<file path="src/rtl/aes_round_ctrl.sv">
// Round sequencer for the iterative AES datapath: load, optional key pre-expansion, AddRoundKey, rounds, done.
// Latency: done in cycle Nr+3 (encrypt) or 2Nr+3 (decrypt) after the edge that samples start.
// Backpressure: none; start is sampled only in IDLE, and start/dir are ignored while an operation runs.
//
// Ports:
//   clk, reset        rising-edge clock, asynchronous active-high reset
//   start, dir        operation request and direction (dir used only when INV==2)
//   ld_state, ld_key  load block / cipher key into the datapath
//   add_key_only      initial AddRoundKey-only cycle
//   round_en          full or final round executes this cycle
//   last_round        final round (no (Inv)MixColumns)
//   key_step, key_dir advance key register at end of cycle; 0 = forward, 1 = reverse
//   dec               latched direction (0 in IDLE)
//   round             index of round key applied this cycle
//   busy, done        operation in progress / one-cycle completion pulse
module aes_round_ctrl #(
    parameter int K   = 128,
    parameter int INV = 2
) (
    input  logic       clk,
    input  logic       reset,
    input  logic       start,
    input  logic       dir,
    output logic       ld_state,
    output logic       ld_key,
    output logic       add_key_only,
    output logic       round_en,
    output logic       last_round,
    output logic       key_step,
    output logic       key_dir,
    output logic       dec,
    output logic [3:0] round,
    output logic       busy,
    output logic       done
);

    localparam logic [3:0] NR = (K == 256) ? 4'd14 :
                                (K == 192) ? 4'd12 : 4'd10;

    generate
        if (!(K == 128 || K == 192 || K == 256)) begin : g_bad_k
            $error("aes_round_ctrl: K must be 128, 192 or 256");
        end
        if (!(INV == 0 || INV == 1 || INV == 2)) begin : g_bad_inv
            $error("aes_round_ctrl: INV must be 0, 1 or 2");
        end
    endgenerate

    typedef enum logic [2:0] {
        S_IDLE,
        S_LOAD,
        S_EXPAND,
        S_ADDK,
        S_ROUND,
        S_FINAL,
        S_DONE
    } state_t;

    state_t     state_q, state_d;
    logic [3:0] cnt_q, cnt_d;
    logic       dec_q, dec_d;
    logic       start_dir;

    // Direction the next operation will run in; fixed by INV unless per-op selectable.
    always_comb begin
        start_dir = 1'b0;
        if (INV == 1)      start_dir = 1'b1;
        else if (INV == 2) start_dir = dir;
    end

    always_ff @(posedge clk or posedge reset) begin
        if (reset) begin
            state_q <= S_IDLE;
            cnt_q   <= 4'd0;
            dec_q   <= 1'b0;
        end else begin
            state_q <= state_d;
            cnt_q   <= cnt_d;
            dec_q   <= dec_d;
        end
    end

    // Next-state logic plus output decode. Outputs depend only on state_q,
    // cnt_q and dec_q, so there is no input-to-output combinational path.
    always_comb begin
        state_d      = state_q;
        cnt_d        = cnt_q;
        dec_d        = dec_q;
        ld_state     = 1'b0;
        ld_key       = 1'b0;
        add_key_only = 1'b0;
        round_en     = 1'b0;
        last_round   = 1'b0;
        key_step     = 1'b0;
        key_dir      = 1'b0;
        dec          = 1'b0;
        round        = 4'd0;
        busy         = 1'b0;
        done         = 1'b0;

        case (state_q)
            S_IDLE: begin
                if (start) begin
                    dec_d   = start_dir;
                    cnt_d   = 4'd1;
                    state_d = S_LOAD;
                end
            end

            S_LOAD: begin
                ld_state = 1'b1;
                ld_key   = 1'b1;
                busy     = 1'b1;
                dec      = dec_q;
                cnt_d    = 4'd1;
                state_d  = dec_q ? S_EXPAND : S_ADDK;
            end

            // Decrypt only: walk the key schedule forward to the last round key
            // so the rounds can then consume keys in reverse order.
            S_EXPAND: begin
                key_step = 1'b1;
                busy     = 1'b1;
                dec      = dec_q;
                if (cnt_q == NR) begin
                    state_d = S_ADDK;
                end else begin
                    cnt_d = cnt_q + 4'd1;
                end
            end

            S_ADDK: begin
                add_key_only = 1'b1;
                key_step     = 1'b1;
                key_dir      = dec_q;
                busy         = 1'b1;
                dec          = dec_q;
                round        = dec_q ? NR : 4'd0;
                cnt_d        = dec_q ? (NR - 4'd1) : 4'd1;
                state_d      = S_ROUND;
            end

            // Counter doubles as the round index; it stops at Nr-1 (encrypt)
            // or 1 (decrypt) so it never wraps.
            S_ROUND: begin
                round_en = 1'b1;
                key_step = 1'b1;
                key_dir  = dec_q;
                busy     = 1'b1;
                dec      = dec_q;
                round    = cnt_q;
                if (dec_q ? (cnt_q == 4'd1) : (cnt_q == NR - 4'd1)) begin
                    state_d = S_FINAL;
                end else begin
                    cnt_d = dec_q ? (cnt_q - 4'd1) : (cnt_q + 4'd1);
                end
            end

            S_FINAL: begin
                round_en   = 1'b1;
                last_round = 1'b1;
                busy       = 1'b1;
                dec        = dec_q;
                round      = dec_q ? 4'd0 : NR;
                cnt_d      = 4'd0;
                state_d    = S_DONE;
            end

            S_DONE: begin
                done    = 1'b1;
                dec     = dec_q;
                state_d = S_IDLE;
            end

            default: begin
                state_d = S_IDLE;
            end
        endcase
    end

endmodule

</file>
<file path="config.mk">
export PLATFORM = sky130hd
export DESIGN_NAME = aes_round_ctrl
export DESIGN_NICKNAME = d
export VERILOG_FILES = /design/src/rtl/aes_round_ctrl.sv
export SDC_FILE = /design/constraint.sdc
export NUM_CORES = 1
export LEC_CHECK = 0
export BUFFER_PORTS_ARGS = -buffer_cell sky130_fd_sc_hd__buf_2
export CORE_AREA = 2 2 44 46
export CTS_BUF_LIST = sky130_fd_sc_hd__clkbuf_8
export DETAILED_ROUTE_END_ITERATION = 7
export DIE_AREA = 0 0 46 48
export HOLD_SLACK_MARGIN = 0.08
export PLACE_DENSITY = 0.66
export REMOVE_ABC_BUFFERS = 1
export SLEW_MARGIN = 20
export SYNTH_ARGS = -nofsm -noshare
export SYNTH_HDL_FRONTEND = slang
export SYNTH_SLANG_ARGS = --single-unit
</file>
<file path="constraint.sdc">
create_clock -name clk -period 2.2 [get_ports clk]
set_input_delay 0.11 -clock clk [delete_from_list [all_inputs] [get_ports clk]]
set_output_delay 0.11 -clock clk [all_outputs]
set_load 0.03 [all_outputs]
</file>
=== Word level (Yosys, flattened, before mapping) ===
Cells that the tools add are included.

* Register bits: 8
* Latch bits: 0
* RAM bits: 0
* Bits in read-only memories: 0
* Input bits: 4
* Output and inout bits: 14
* Word-level logic and storage cells: 53
* Memories: 0

* Add/sub/neg operators: 2
* $mul: 0
* Divide/modulo/power cells: 0
* Magnitude comparators: 0
* Equality and inequality tests: 14
* Shift-type cells: 0
* Muxes and demuxes: 24
* Bitwise operators: 0
* Reduce and logical (&&, ||, !) cells: 10

{| class="wikitable"
|+ Operators with widths
! cell !! number
|-
| $mux 4 || 7
|-
| $pmux 4 s6 || 1
|-
| $pmux 3 s6 || 1
|-
| $pmux 4 s3 || 1
|-
| $mux 1 || 11
|-
| $ne 2x2->1 const B || 5
|-
| $eq 3x3->1 const B || 3
|-
| $mux 3 || 3
|-
| $eq 4x4->1 const B || 2
|-
| $eq 3x2->1 const B || 2
|-
| $reduce_bool 6->1 || 1
|-
| $reduce_or 6->1 || 1
|-
| $reduce_or 5->1 || 1
|-
| $add 4x1->4 const B || 1
|-
| $eq 4x1->1 const B || 1
|-
| $reduce_and 4->1 || 1
|-
| $reduce_or 2->1 || 2
|-
| $sub 4x1->4 const B || 1
|-
| $eq 3x1->1 const B || 1
|-
| $logic_not 3->1 || 1
|-
| $reduce_and 3->1 || 1
|-
| $reduce_or 3->1 || 1
|-
| $reduce_and 2->1 || 1
|}

=== Longest topological paths before layout ===
Gate-level depths: netlist (run 1).

* Depth in word-level cells: 4
* Depth in mapped cells: 6
* Depth with buffers taken out: 6

=== Least setup slack after synthesis (run 1) ===
OpenSTA, ideal clock, no wires.

* Path type: flip-flop to output port
* Start point: reg state_q[0]
* End point: out ld_state
* Arrival time: 1.796 ns
* Data required time: 2.090 ns
* Path slack: 0.294 ns
* Stages on the path, launching flop included: 5
* Path buffers: 2
* Cell sequence: dfrtp_1 > buf_2 > clkinv_1 > nor3_1 > buf_4

* Word-level cells in the longest chain between the ends: 2

{| class="wikitable"
|+ RTL lines
! element !! line !! text
|-
| from (decl) || 59 || <nowiki>state_t state_q, state_d;</nowiki>
|-
| from (signal assigned) || 77 || <nowiki>state_q <= state_d;</nowiki>
|-
| $eq 3x1->1 || - ||
|-
| $mux 1 || - ||
|-
| to (decl) || 24 || <nowiki>output logic ld_state,</nowiki>
|}

No other way between the ends.

=== Worst setup path in the final report (run 1) ===
* Start point: reg cnt_q[0]
* End point: reg cnt_q[1]

* Word-level cells in the longest chain between the ends: 4
* Elaborated cells between the ends (all ways): 13
* Classes of those cells: add/sub: 2; eq/ne: 5; mux: 5; reduce/logical: 1

{| class="wikitable"
|+ RTL lines
! element !! line !! text
|-
| from (decl) || 60 || <nowiki>logic [3:0] cnt_q, cnt_d;</nowiki>
|-
| from (signal assigned) || 78 || <nowiki>cnt_q <= cnt_d;</nowiki>
|-
| $add 4x1->4 (tied with other cells) || 128, 155 ||
|-
| $mux 4 or $mux 1 (tied branches) || 155, 152 ||
|-
| $mux 4 or $ne 2x2->1 (tied branches) || - ||
|-
| $pmux 4 s6 or $reduce_and 4->1 (tied branches) || - ||
|}

Several ways; a longest one is shown, not always the timed one. The select of a mux whose other input is x is not followed.
A chain may end at the register's enable or synchronous reset.

==> impl_results.md, run 1 <==
* Max-cap violation count at 0
* Pin count of the biggest net entering global routing at 18
* Synthesized cell area at 736 µm²
* DR iter-0 viols at 19
* Cells after Synth at 89
* Vias at 685
* Worst Setup SP: cnt_q[0]$_DFFE_PP0P_
* Synth area leader: dfrtp_1
* Core box area at 0.00169 mm²
* Most frequent cells in the layout: 17 x buf_2, 8 x dfrtp_1, 5 x nor3_1, 5 x nand2_1, 5 x o21ai_0
* Worst skew pair latency at 0.22 ns
* Yosys warns at 0
* Final Critical Period at 1.81 ns
* Final period util at 82.1%
* GR Overflow Total at 0
* Overall routed net length at 1600 µm
* Slew Limit Fails at 0
* Setup Total Neg Slack at 0 ns
* I/O pins at 18
* Synth Flop Type: dfrtp_1
* Die width at 46 µm
* Die height at 48 µm
* Slew at the pin closest to its max-slew limit at 0.457 ns
* Post-CTS Setup Inserts at 0
* LEAKAGE at 0.436 nW
* CTS Buf Count at 3
* Switching power at 0.736 mW
* Internal power at 0.680 mW
* Ant. Diodes at 0
* Final hold violation count at 0
* Gpl congestion at 0.823
* Die area at 0.00221 mm²
* Critical path endpoint category: register
* Final Util at 51.4%
* Number of global-route vias before repair at 622
* WS Path Type: register to register
* Crit-path max FO at 7
* Synth async-reset ratio at 100%
* RSZ-0062 raised after global routing: no
* Worst Path Arrival at 1.90 ns
* Logic pwr share at 61.3%
* Most common cell after layout, fill and taps aside: buf_2
* Area Overhead vs Synth at 18.0%
* Switching fraction of total power at 52.0%
* Dpl cells at 117
* Max Buffers Root-to-Sink at 2
* Total Nets Final at 114
* CTS sink cnt at 8
* Fmax at 554 MHz
* Status: completed
* Antenna violations before repair at 0
* Slew margin rel. at 69.3%
* Routed Antenna Nets at 0
* First drt pass iteration count at 4
* Worst-case vdd ir drop at 0.682 mV
* Core Rows at 15
* H-tree depth at 1
* Hold Crit Start: dir
* Hold slack at 0.117 ns
* EDFF count, synth at 0
* Remaining DRCs at 0
* Synthesis-stage register bit count at 8
* Seq/Total Area, Yosys at 27.2%
* Data required, critical path at 2.30 ns
* Hpwl dp at 1220 µm
* Non-Filler Instances at 121
* First-pass GRT wire length at 2620 µm
* Layout cells sized above 1 at 26.9%
* Type of origin of the critical path: register
* CTS tree: yes
* # fillers at 154
* Post-Syn Area per Cell at 8.27 µm²
* Vias per cell at 5.66
* Total GRT Usage at 17.0%
* Final setup viols at 0
* Initial Util at 43.6%
* Input/output buffers at 17
* Class of the worst hold path: input port to register
* Synth area leaders: dfrtp_1 27%, ha_1 6.8%, xor2_1 4.8%
* Worst R2R Start: cnt_q[0]$_DFFE_PP0P_
* Pwr/cell area at 1630 mW/mm²
* Seq pwr share at 26.7%
* Drt wl/cell at 13.2 µm
* Synth unique cells at 39
* Clock power share at 11.9%
* Top-area cell type share of the netlist area at 27.2%
* Layout Skew at 0.000794 ns
* Clock root buffer: clkbuf_8
* Reg clk slew, reported paths at 0.04 ns
cell type report:
cell class                      count  area (µm²)  area share (%)
Clock buffer                        3        41.3            4.76
Inverter                            5        18.8            2.16
Multi-Input combinational cell     68         477            54.9
Sequential cell                     8         200            23.1
Tap cell                           17        21.3            2.45
Timing Repair Buffer               20         110            12.7
registers in the layout, summed over array words and instances, names as in the netlist:
name and count:
cnt_q 4, dec_q 1, state_q 3
worst paths after layout:
check | end | slack (ns) | cells after the start
setup / recovery | cnt_q[1]$_DFFE_PP0P_ | 0.39 | 6
min in group asynchronous | state_q[1]$_DFFE_PP0P_ | 0.36 | 3
max in group asynchronous | cnt_q[0]$_DFFE_PP0P_ | 1.62 | 3
hold reg to reg | cnt_q[0]$_DFFE_PP0P_ | 0.69 | 2
hold / removal | dec_q$_DFFE_PP0P_ | 0.12 | 2
setup reg to reg | cnt_q[1]$_DFFE_PP0P_ | 0.39 | 6
critical path: stages (launching register included):
cell and delay, ns:
dfrtp_1 0.45, inv_1 0.17, ha_1 0.16, nand2_1 0.05, nor3_1 0.37, nor3_2 0.14
mux2_1 0.34
cells in the mapped netlist (2+ instances only):
cell      instances
dfrtp_1           8
nand2_1           5
nor3_1            5
o21ai_0           5
a21oi_1           4
buf_2             4
ha_1              4
inv_1             4
xor2_1            4
nand2b_1          3
nand3_1           3
nor2_1            3
o21a_1            3
or3_1             3
and3_1            2
clkbuf_1          2
mux2_1            2
mux2_2            2
nor3b_1           2
or2_2             2
kinds of logic after synthesis:
group / count (synthesis) / synth area share [%]
AO/OA/AOI/OAI: 20 / 17.7
XOR/XNOR: 5 / 5.95
adder cells (fa/ha/maj): 4 / 6.80
buffers and inverters: 13 / 7.99
flip-flops: 8 / 27.2
multiplexers: 4 / 6.12
AND/OR/NAND/NOR: 35 / 28.2
stage by stage:
step,cell area (µm²),worst slack (ns),total power [mW]
CTS,868,0.403,1.43
finish,868,0.394,1.42
global placement,817,0.481,1.25
floorplan,696,0.0282,1.01
global route,868,0.254,1.55
detailed placement,817,0.412,1.25
power groups by stage:
stage               combinational, mW  sequential, mW  clock (mW)
floorplan                       0.663           0.344           0
global placement                0.866           0.381           0
detailed placement              0.874           0.380           0
CTS                             0.879           0.379       0.176
global route                    0.962           0.401       0.185
finish                          0.868           0.379       0.169
per-layer routing:
layer / global-route usage (%) / wire [µm] / vias to the layer above
met2: 27.8 / 833 / 12
met3: 3.40 / 38 / 0
li1: - / - / 342
met4: 8.00 / 0 / 0
met1: 21.5 / 727 / 331
met5: 0 / 0 / -
what timing repair did:
action	4_1_cts	5_1_grt
endpoints found under the hold margin	8	0
hold buffers	1	0
resized for setup	0	0
No activity file was read; power rests on OpenSTA's default activity.
==> run 2: changes to the inputs <==
==> constraint.sdc (replaced) <==
create_clock -name clk -period 1.7 [get_ports clk]
set_input_delay 0.085 -clock clk [delete_from_list [all_inputs] [get_ports clk]]
set_output_delay 0.085 -clock clk [all_outputs]
set_load 0.03 [all_outputs]
==> run 2 against run 1 <==
Clock-buffer cell count unchanged; fmax increased by 6.9%; sequential power increased by 9.2%; cell count increased by 13%; clock power increased by 28%; core utilization increased by 10 points; total power increased by 60%; routed wire length increased by 24%; combinational power increased by 88%; non-clock buffer count increased by 16; worst setup slack got worse by 0.38 ns; clock skew increased by 0.0030 ns.
==> impl_results.md, run 2 (synthesis results as in run 1) <==
* Status: completed
* DRT met1 WL at 828 µm (+14%)
* FF+latch area at 204 µm² (+1.9%)
* Met2 WL post-DR at 1030 µm (+23%)
* # fillers at 136 (-12%)
* Total Nets Final at 130 (+14%)
* Crit-path max FO at 4 (-3)
* Overall routed net length at 1980 µm (+24%)
* Layout Skew at 0.00380 ns (+0.00300 ns)
* Gpl congestion at 0.821 (-0.29%)
* H-tree depth at 1 (unchanged)
* Die area at 0.00221 mm² (unchanged)
* Routed length on met3 at 103 µm (+170%)
* Reg clk slew, reported paths at 0.04 ns (about the same)
* Worst-case vdd ir drop at 0.975 mV (+43%)
* Data required, critical path at 1.76 ns (-0.54 ns)
* Internal power at 1.16 mW (+70%)
* Clock power share at 9.5% (-2.4 points)
* Worst Path Arrival at 1.75 ns (-0.15 ns)
* Fmax at 592 MHz (+6.9%)
* Final hold violation count at 0 (unchanged)
* First-pass GRT wire length at 2790 µm (+6.3%)
* Largest Register: cnt_q
* Pin count of the biggest net entering global routing at 10 (-8)
* Final period util at 99.4% (+17 points)
* DR iter-0 viols at 21 (+2)
* Largest registers: cnt_q x4, state_q x3, dec_q x1
* Total GRT Usage at 17.3% (+0.37 points)
* CTS sink cnt at 8 (unchanged)
* I/O pins at 18 (unchanged)
* Pwr/cell area at 2160 mW/mm² (+33%)
* Slew Limit Fails at 0 (unchanged)
* Worst skew pair latency at 0.22 ns (about the same)
* Routed Antenna Nets at 0 (unchanged)
* Drt wl/cell at 14.4 µm (+9.1%)
* Area Overhead vs Synth at 42.0%
* Antenna violations before repair at 0 (unchanged)
* Slew at the pin closest to its max-slew limit at 0.386 ns (-0.0708 ns)
* Switching power at 1.10 mW (+50%)
* Seq pwr share at 18.3% (-8.4 points)
* Max-cap violation count at 0 (unchanged)
* Final setup viols at 0 (unchanged)
* Placed Area at 915 µm² (+12%)
* Non-Filler Instances at 137 (+13%)
* Die height at 48 µm (unchanged)
* Ant. Diodes at 0 (unchanged)
* Class of the worst hold path: input port to register
* Final Cell Area at 0.00104 mm² (+20%)
* Flip-flop count of the largest register after layout at 4 (unchanged)
* Number of global-route vias before repair at 671 (+7.9%)
* RSZ-0062 raised after global routing: yes
* LEAKAGE at 0.522 nW (+20%)
* Vias per cell at 5.80 (+2.5%)
* Remaining DRCs at 0 (unchanged)
* Most frequent cells in the layout: 20 x buf_4, 15 x buf_2, 5 x nand2_1, 5 x o21ai_0, 5 x dfrtp_1
* First drt pass iteration count at 4 (unchanged)
* Clock root buffer: clkbuf_8
* Max Buffers Root-to-Sink at 2 (unchanged)
* Multi-input gate area at 520 µm² (+9.2%)
* Critical path endpoint category: register
* Core box area at 0.00169 mm² (unchanged)
* Slew margin rel. at 74.1% (+4.8 points)
* Top Metal Used: met4
* Switching fraction of total power at 48.8% (-3.1 points)
* Setup Total Neg Slack at 0 ns (unchanged)
* Type of origin of the critical path: register
* Hpwl dp at 1360 µm (+12%)
* Vias at 795 (+16%)
* Layout cells sized above 1 at 45.0% (+18 points)
* Final Critical Period at 1.69 ns (-0.117 ns)
* Die width at 46 µm (unchanged)
* Dpl cells at 130 (+11%)
* CTS Buf Count at 3 (unchanged)
* Dpl ws at 0.0243 ns (-0.388 ns)
* Core Rows at 15 (unchanged)
* Final worst setup slack at 0.0108 ns (-0.383 ns)
* CTS tree: yes
* WS Path Type: register to register
* GR Overflow Total at 0 (unchanged)
* Initial Util at 43.6% (unchanged)
* Logic pwr share at 72.1% (+11 points)
* Input/output buffers at 17 (unchanged)
* Most common cell after layout, fill and taps aside: buf_4
## run 2: metrics by stage
step	utilization, %	total power, mW	hold slack, ns
after floorplan	-	1.30	-0.0993
after global placement	54.1	1.80	0.0336
after detailed placement	54.1	1.82	0.0319
after CTS	57.6	2.05	0.0920
after global routing	61.9	2.41	0.111
final	61.9	2.26	0.113
## run 2: power by group through the flow
stage	logic (mW)	clock network, mW	registers [mW]
6_report	1.63	0.216	0.414
5_1_grt	1.75	0.231	0.427
4_1_cts	1.43	0.220	0.400
3_5_place_dp	1.42	0	0.397
3_3_place_gp	1.40	0	0.397
2_1_floorplan	0.857	0	0.446
## run 2: timing repair
action | CTS | global route
setup buffers | 0 | 3
hold buffers | 1 | 0
resized for setup | 2 | 13
gates cloned | 0 | 0
pin swaps | 0 | 2
setup endpoints to repair | 3 | 6
hold endpoints to repair | 8 | 0
## run 2: per-layer routing
metal	track usage (%)	vias to the layer above
met2	28.3	33
met4	4.57	0
li1	-	377
met1	22.5	381
met3	4.91	4
met5	0	-
## run 2: final timing paths
kind | from | endpoint | slack, ns | cells past startpoint
setup / recovery | state_q[2]$_DFFE_PP0P_ | cnt_q[0]$_DFFE_PP0P_ | 0.01 | 5
hold / removal | dir | dec_q$_DFFE_PP0P_ | 0.11 | 2
setup reg to reg | state_q[2]$_DFFE_PP0P_ | cnt_q[0]$_DFFE_PP0P_ | 0.01 | 5
hold reg to reg | cnt_q[1]$_DFFE_PP0P_ | cnt_q[1]$_DFFE_PP0P_ | 0.60 | 1
max in group asynchronous | reset | cnt_q[0]$_DFFE_PP0P_ | 1.12 | 3
min in group asynchronous | reset | dec_q$_DFFE_PP0P_ | 0.34 | 3
## run 2: cell type report
| type | instances | area share, % |
|---|---|---|
| clock buffers | 3 | 3.95 |
| inverters | 5 | 2.16 |
| multi-input cells | 68 | 49.8 |
| flip-flops and latches | 8 | 19.5 |
| well taps | 17 | 2.04 |
| repair buffers | 36 | 22.5 |
## run 2: critical path, cell delays in order, from the launching register on
cell and delay, ns:
dfrtp_1 0.43, or3_1 0.41, o21ai_1 0.29, buf_4 0.17
or3_1 0.09, o221ai_1 0.14
==> run 3: changes to the inputs <==
==> constraint.sdc (replaced) <==
create_clock -name clk -period 1.7 [get_ports clk]
set_input_delay 0.51 -clock clk [delete_from_list [all_inputs] [get_ports clk]]
set_output_delay 0.51 -clock clk [all_outputs]
set_load 0.03 [all_outputs]
==> run 3 against run 2 <==
The flow now finishes with violations (negative setup slack); combinational power up 23%; sequential cell count stayed put; sequential share of layout area down 2.8 points; register-to-register slack got worse by 0.13 ns; first-iteration DRC count up 14%; clock-buffer cell count is the same; global-route usage rose by 3.3 points; non-clock buffer count rose by 8; total power increased by 19%; highest routed layer unchanged.
==> impl_results.md, run 3 (synthesis results as in run 1) <==
* Hold slack at 0.213 ns (+0.101 ns)
* Total GRT Usage at 20.6% (+3.3 points)
* Remaining DRCs at 0 (unchanged)
* Max Buffers Root-to-Sink at 2 (unchanged)
* Core Rows at 15 (unchanged)
* Worst Setup SP: state_q[1]$_DFFE_PP0P_
* Fmax at 524 MHz (-12%)
* Cell repeated most along the worst path: buf_6
* Vias per cell at 5.51 (-5.0%)
* CTS sink cnt at 8 (unchanged)
* Pin count of the biggest net entering global routing at 10 (unchanged)
* Reg clk slew, reported paths at 0.04 ns (about the same)
* Final Util at 73.0% (+11 points)
* Final Critical Period at 1.91 ns (+0.220 ns)
* Total Nets Final at 138 (+6.2%)
* Worst R2R Start: state_q[1]$_DFFE_PP0P_
* # fillers at 125 (-8.1%)
* Slew margin rel. at 74.0% (about the same)
* Max-cap violation count at 0 (unchanged)
* Gpl congestion at 0.887 (+8.1%)
* Largest registers: cnt_q x4, state_q x3, dec_q x1
* Core box area at 0.00169 mm² (unchanged)
* Input/output buffers at 17 (unchanged)
* Worst path max stage delay at 0.46 ns (+0.03 ns)
* CTS tree: yes
* Most common cell after layout, fill and taps aside: buf_4
* Critical path endpoint category: output port
* I/O pins at 18 (unchanged)
* Layout cells sized above 1 at 58.6% (+14 points)
* Die area at 0.00221 mm² (unchanged)
* Drt wl/cell at 15.3 µm (+6.1%)
* Die width at 46 µm (unchanged)
* Setup Total Neg Slack at -2.15 ns (-2.15 ns)
* CTS Buf Count at 3 (unchanged)
* Placed Area at 945 µm² (+3.3%)
* Ant. Diodes at 0 (unchanged)
* Area Overhead vs Synth at 67.5%
* Status: finished, violations left
* Die height at 48 µm (unchanged)
* Initial Util at 43.6% (unchanged)
* Largest Register: cnt_q
* Delay-heaviest family, CP: flip-flops
* Slew at the pin closest to its max-slew limit at 0.384 ns (-0.00206 ns)
* Class of the worst hold path: input port to async pin
* RSZ-0062 raised after global routing: yes
* WS Path Type: register to output port
* FF+latch area at 206 µm² (+1.2%)
* Slew Limit Fails at 0 (unchanged)
* Clock root buffer: clkbuf_8
* Worst skew pair latency at 0.23 ns (about the same)
* Crit-path max FO at 6 (+2)
* First drt pass iteration count at 4 (unchanged)
* Antenna violations before repair at 0 (unchanged)
* First-pass GRT wire length at 3160 µm (+13%)
* Flip-flop count of the largest register after layout at 4 (unchanged)
* Final Cell Area at 0.00123 mm² (+18%)
* Final hold violation count at 0 (unchanged)
* Final worst setup slack at -0.209 ns (-0.220 ns)
* LEAKAGE at 0.583 nW (+12%)
* Type of origin of the critical path: register
* CP max stage cell: dfrtp_2
* Pwr/cell area at 2180 mW/mm² (+0.63%)
* Layout Skew at 0.00257 ns (-0.00123 ns)
* Final period util at 112% (+13 points)
* Vias at 799 (+0.50%)
* Data required, critical path at 1.19 ns (-0.57 ns)
* Worst Path Arrival at 1.40 ns (-0.35 ns)
* Number of global-route vias before repair at 717 (+6.9%)
* Final setup viols at 15 (+15)
* Overall routed net length at 2220 µm (+12%)
* R2R setup slack at -0.12 ns (-0.13 ns)
* Worst-path cell chain: buf_6 > and3b_2 > o21a_1 > buf_6
* Hold buffers post-CTS at 0 (-1)
* Routed Antenna Nets at 0 (unchanged)
* H-tree depth at 1 (unchanged)
* Hpwl dp at 1370 µm (+0.77%)
* Most frequent cells in the layout: 28 x buf_4, 11 x buf_6, 5 x nand2_1, 5 x dfrtp_2, 5 x buf_2
* Failing checks: negative setup slack
* GR Overflow Total at 0 (unchanged)
* DR iter-0 viols at 24 (+14%)
* Multi-input gate area at 583 µm² (+12%)
* Worst-case vdd ir drop at 1.04 mV (+6.4%)
* Worst Path Buf+Inv at 2 (+1)
## run 3: cell count changes in the layout (fill, tap and decap cells not counted), moves of 2 or more
| cell | previous run | this run |
|---|---|---|
| nor3_4 | 2 | 4 |
| buf_2 | 15 | 5 |
| buf_6 | 0 | 11 |
| and3_4 | 0 | 2 |
| nor3_1 | 4 | 1 |
| o21ai_1 | 1 | 3 |
| dfrtp_2 | 3 | 5 |
| dfrtp_1 | 5 | 3 |
| and3_1 | 2 | 0 |
| buf_4 | 20 | 28 |
| o21ai_0 | 5 | 3 |
## run 3: per-stage QoR
step	setup slack, ns	total power, mW	instances
4_1_cts	-0.191	2.38	142
5_1_grt	-0.237	2.84	145
2_1_floorplan	-0.872	1.30	81
3_5_place_dp	-0.0436	1.86	134
3_3_place_gp	-0.0258	1.84	134
6_report	-0.209	2.68	145
## run 3: final timing paths
check / end / depth (start not counted)
worst min-delay path: cnt_q[3]$_DFFE_PP0P_ / 2
worst max register to register: cnt_q[3]$_DFFE_PP0P_ / 6
worst max-delay path: key_dir / 4
min in group clk: dec_q$_DFFE_PP0P_ / 2
max in group asynchronous: cnt_q[1]$_DFFE_PP0P_ / 2
worst min register to register: cnt_q[1]$_DFFE_PP0P_ / 1
## run 3: per-layer routing
layer	up-vias	GRT usage, %	wire length, µm
met5	-	0	0
li1	393	-	-
met3	4	1.51	60
met2	24	37.2	1140
met4	0	10.9	39
met1	378	24.4	981
## run 3: layout make-up
type	instances	share of cell area [%]
Sequential cell	8	16.8
Timing Repair Buffer	44	29.1
Tap cell	17	1.73
Inverter	5	1.73
Multi-Input combinational cell	68	47.3
Clock buffer	3	3.35
## run 3: what timing repair did
action	4_1_cts	5_1_grt
pin swaps	2	4
setup buffers	5	3
endpoints found under the setup margin	17	18
resized for setup	36	21
gates cloned	0	0
## run 3: power breakdown
part	switching, mW	internal, mW
Sequential	0.168	0.284
Combinational	1.00	1.00
Clock	0.0738	0.153
Total	1.24	1.44
## run 3: worst reg2reg max path, delay by kind of cell (launching register included)
family | cells | cell delay, ns
AO/OA/AOI/OAI | 1 | 0.13
flip-flops | 1 | 0.46
multiplexers | 1 | 0.26
buffers and inverters | 2 | 0.28
AND/OR/NAND/NOR | 2 | 0.59
